$ cat config.mk
export PLATFORM = sky130hd
export DESIGN_NAME = rsa_two_power_mod
export DESIGN_NICKNAME = d
export VERILOG_FILES = /design/src/rtl/rsa_two_power_mod.sv
export SDC_FILE = /design/constraint.sdc
export NUM_CORES = 2
export LEC_CHECK = 0
export BUFFER_PORTS_ARGS = -buffer_cell sky130_fd_sc_hd__buf_2
export CORE_AREA = 5 5 690 692
export DETAILED_ROUTE_END_ITERATION = 10
export DIE_AREA = 0 0 695 697
export PLACE_DENSITY = 0.37
export SYNTH_ARGS = -nofsm -noshare
export SYNTH_HDL_FRONTEND = slang
export SYNTH_SLANG_ARGS = --single-unit
$ cat constraint.sdc
create_clock -name clk -period 9.4 [get_ports clk]
set_input_delay 2.82 -clock clk [delete_from_list [all_inputs] [get_ports clk]]
set_output_delay 2.82 -clock clk [all_outputs]
set_load 0.05 [all_outputs]
$ cat src/rtl/rsa_two_power_mod.sv
// Montgomery pre-stage: computes 2^(2*MOD_WIDTH) mod N by bit-serial double-and-reduce
// and hands base, msg, key and modulus to the exponentiator as one output beat.
module rsa_two_power_mod #(
    parameter int MOD_WIDTH = 256
) (
    input  logic                 clk,
    input  logic                 rst,
    input  logic                 i_valid,
    output logic                 i_ready,
    input  logic [MOD_WIDTH-1:0] i_msg,
    input  logic [MOD_WIDTH-1:0] i_key,
    input  logic [MOD_WIDTH-1:0] i_modulus,
    output logic                 o_valid,
    input  logic                 o_ready,
    output logic [MOD_WIDTH-1:0] o_base,
    output logic [MOD_WIDTH-1:0] o_msg,
    output logic [MOD_WIDTH-1:0] o_key,
    output logic [MOD_WIDTH-1:0] o_modulus
);

    localparam int CNT_W = $clog2(2 * MOD_WIDTH);
    localparam logic [CNT_W-1:0] LAST_STEP = CNT_W'(2 * MOD_WIDTH - 1);

    typedef enum logic [1:0] {
        IDLE,
        LOOP,
        DONE
    } state_t;

    state_t               state;
    logic [MOD_WIDTH-1:0] r;
    logic [CNT_W-1:0]     cnt;
    logic [MOD_WIDTH:0]   t;
    logic [MOD_WIDTH-1:0] r_next;

    assign i_ready = (state == IDLE);
    assign o_valid = (state == DONE);

    // Compare runs on the full MOD_WIDTH+1 bit doubled value; since r < N, one subtract suffices.
    always_comb begin
        t      = {r, 1'b0};
        r_next = t[MOD_WIDTH-1:0];
        if (o_modulus == '0) begin
            r_next = '0;
        end else if (t >= {1'b0, o_modulus}) begin
            r_next = MOD_WIDTH'(t - {1'b0, o_modulus});
        end
    end

    always_ff @(posedge clk) begin
        if (rst) begin
            state     <= IDLE;
            r         <= '0;
            cnt       <= '0;
            o_base    <= '0;
            o_msg     <= '0;
            o_key     <= '0;
            o_modulus <= '0;
        end else begin
            case (state)
                IDLE: begin
                    if (i_valid) begin
                        o_msg     <= i_msg;
                        o_key     <= i_key;
                        o_modulus <= i_modulus;
                        r         <= (i_modulus < MOD_WIDTH'(2)) ? '0 : MOD_WIDTH'(1);
                        cnt       <= '0;
                        state     <= LOOP;
                    end
                end
                LOOP: begin
                    r   <= r_next;
                    cnt <= cnt + 1'b1;
                    if (cnt == LAST_STEP) begin
                        o_base <= r_next;
                        state  <= DONE;
                    end
                end
                DONE: begin
                    if (o_ready) begin
                        state <= IDLE;
                    end
                end
                default: state <= IDLE;
            endcase
        end
    end

endmodule

==> impl_metrics.ini <==
[critical_path]
worstPathCellList = inv_1, ha_1, nor2b_1, nand4_1, nor4_2, buf_4, nand3_1, nor4_2, buf_4, nand3_1, nor4b_1, inv_1, a41oi_4, buf_12, o21ai_0, a22oi_1, nor2_1
cp-start-kind = flip-flop
r2r_start = o_modulus[255]
cp.required_ns = 10.22
cpPeakStageDelay_ns = 0.73
crit_path_end_kind = flip-flop
cp_data_arrival_time_ns = 7.75
crit_family = simple AND/OR/NAND/NOR gates
startpoint = o_modulus[255]
worstSetupPathType = reg -> reg
crit_path_max_fanout = 157
slowest_stage = nand4_1
critPathBufInv = 5

[sta]
tns_ns = 0
finalCriticalPeriod_ns = 6.94
report.final.setup_viol = 0
relSlewSlack_pct = 5.77
hold_viol = 0
tightest_slew_ns = 1.41
finalCritPeriodShare_pct = 73.8
fin_worst_skew_ns = 0.0578
rsz0062_at_grt = false
max_freq_ghz = 0.144
slew_violations = 0

[finish]
utilization_pct = 19.2
area_growth_pct = 34.0
layout-drive-gt1-share_pct = 21.3
fin_nets = 11800
final_cells = 17400

[cts]
clkLatencyLatePin_ns = 0.93
post-cts-setup-buffers = 0
cts_num_sinks = 1291
hold_buffers = 0
cts_resized = 0
cts_max_level = 4
cts_buffer_depth = 4
cts_tree = built
root_buffer = clkbuf_16
clk_pin_slew_ns = 0.06
cts_buffers = 189

[hold_path]
hold_class = reg -> reg
min-delay-start = o_base[172]

[global_routing]
grt_max_degree = 158
grt.overflow.total = 0
grt_usage_pct = 25.2
antenna_found_initial = 374
grt_pass1_vias = 74100
grt_pass1_wl_mm = 806

[synth]
ys_warn_count = 0
synth_top_area_cell = dfxtp_1
synth.top_cell.area_share_pct = 38.4
synth_edf_count = 0
ys_ff_latch = 1291
ys_seq_area_share_pct = 38.4
syn-instance-count = 9272
syn_nets = 10300
syn_area_per_cell_um2 = 7.27
synth_area_leaders = dfxtp_1, nand2_1, a21oi_1, ha_1, nor2_1
synth_ff_type = dfxtp_1
synthDistinctLibCells = 88
syn_area_um2 = 67400
async_flop_share_pct = 0

[drt]
wl_per_cell_um = 36.7
routed_wl_mm = 640
post_drt_via_cell_ratio = 4.49
antenna_left = 0
drt_pass1_iterations = 6
drtIter0Drc = 7510
via_count = 78300
drc = 0

[job]
max_cap_violations = 0

[pwr]
leakage_nw = 38.4
clkPwrFrac_pct = 32.0
swShare_pct = 45.7
switching_power_mw = 10.9
p_int_mw = 13.0
p_seq_share_pct = 25.5
cellPowerDensity_nw_per_um2 = 265
ir_drop_v = 0.000234
combPwrFrac_pct = 42.4

[die]
dieArea_um2 = 484000
die_w_um = 695
die_h_um = 697
io_pins = 1798
start_util_pct = 14.3
std_cell_rows = 252
core_um2 = 469000

[place]
placed_cells = 16800
portBuffers = 1797
gp_congestion = 1.15
hpwlAfterDp_mm = 546

[run_status]
outcome = finished clean
## layer usage
layer	track usage (%)	vias to the layer above	wire (um)
met5	0	-	1250
met4	9.89	190	32700
met3	10.8	1108	72400
met2	39.4	3255	279000
met1	30.2	38200	255000
li1	-	35500	-
## worst register-to-register path: stages (launching register included)
cell,delay [ns]
dfxtp_1,0.53
inv_1,0.30
ha_1,0.43
nor2b_1,0.42
nand4_1,0.73
nor4_2,0.49
buf_4,0.24
nand3_1,0.44
nor4_2,0.41
buf_4,0.22
nand3_1,0.21
nor4b_1,0.24
inv_1,0.14
a41oi_4,0.18
buf_12,0.39
o21ai_0,1.25
a22oi_1,0.13
nor2_1,0.12
## synthesized netlist by cell type (10+ instances only)
cell / count
a2bb2oi_1: 50
a211oi_1: 27
o21ai_1: 123
a21o_1: 80
nor3_1: 106
or3_1: 25
nand2b_1: 27
a22o_1: 26
nand4_1: 202
o221ai_1: 10
a22oi_1: 120
nor2b_1: 28
xor2_1: 106
o22ai_1: 18
nand3_1: 53
clkbuf_1: 506
dfxtp_1: 1291
a31oi_1: 33
a21boi_0: 34
a32oi_1: 10
nand2_1: 2161
buf_1: 12
ha_1: 258
o21a_1: 46
o2bb2a_1: 39
nor2_1: 723
buf_2: 71
o211ai_1: 25
and4_1: 11
mux2i_1: 58
nor4_1: 161
o21ai_0: 461
inv_1: 356
a221oi_1: 21
and3_1: 25
o31ai_1: 24
a21oi_1: 1532
and2_1: 19
o21bai_1: 91
or2_2: 21
xnor2_1: 143
## kinds of logic (layout without fill, tap and decap cells)
logic type	after synthesis	after routing	share of synthesized area (%)
multiplexers	60	60	0.895
buffers and inverters	964	2640	5.61
AND/OR/NAND/NOR	3593	3593	22.5
flip-flops	1291	1291	38.4
XOR/XNOR	250	250	3.26
other	0	266	0
AO/OA/AOI/OAI	2855	2855	24.5
adder cells (fa/ha/maj)	259	259	4.82
## placed cells by master (no fill, tap or decap), types with 24 or more instances in the layout
cell type     n
inv_1       356
nor2b_1      27
clkbuf_16   192
mux2i_1      58
o21ai_1     123
a21oi_1    1531
dfxtp_1    1291
o31ai_1      24
buf_4       132
clkinv_2     31
xor2_1      106
o21a_1       46
nor3_1      105
and3_1       25
nand2_1    2158
o21bai_1     91
a22o_1       26
diode_2     266
xnor2_1     143
o21ai_0     461
a211oi_1     26
clkbuf_1     34
a21boi_0     34
nor4_1      150
a2bb2oi_1    50
nand3_1      53
clkbuf_8     46
a31oi_1      33
buf_2      1796
a21o_1       80
nor2_1      715
a22oi_1     120
or3_1        25
o211ai_1     25
ha_1        258
o2bb2a_1     39
nand4_1     202
## power by group through the flow
stage / clock network [mW] / registers (mW) / logic (mW)
4_1_cts: 7.93 / 6.11 / 10.0
5_1_grt: 8.07 / 6.14 / 10.7
3_3_place_gp: 0 / 6.22 / 10.0
3_5_place_dp: 0 / 6.22 / 9.97
6_report: 7.66 / 6.11 / 10.2
2_1_floorplan: 0 / 6.78 / 5.28
## through the flow
step / worst slack [ns] / total power, mW / hold WS [ns] / area, um^2
6_report: 2.46 / 23.9 / 0.446 / 90300
5_1_grt: 2.22 / 24.9 / 0.461 / 89700
4_1_cts: 2.55 / 24.1 / 0.449 / 89600
3_5_place_dp: 2.60 / 16.2 / 0.441 / 83200
3_3_place_gp: -0.291 / 16.3 / 0.435 / 83100
2_1_floorplan: 5.06 / 12.1 / 0.435 / 67400
## final timing paths
| path | to | slack [ns] | cells after the start |
|---|---|---|---|
| max | o_base[2] | 2.46 | 17 |
| min | o_base[172] | 0.45 | 2 |
| max reg2reg | o_base[2] | 2.46 | 17 |
| min reg2reg | o_base[172] | 0.45 | 2 |
## sequential cells by signal (all words and copies together), names as in the netlist
name / flops
o_msg: 256
state: 2
o_key: 256
o_modulus: 256
o_base: 256
r: 256
cnt: 9
## final cells by class
class	instances	area (um^2)
repair buffers	1941	10200
multi-input cells	7017	38000
fillers	54100	379000
well taps	6223	7790
flip-flops and latches	1291	25800
clock buffers	272	5570
diodes	266	666
inverters	356	1340
clock inverters	71	870
(Power assumes the default switching activity.)
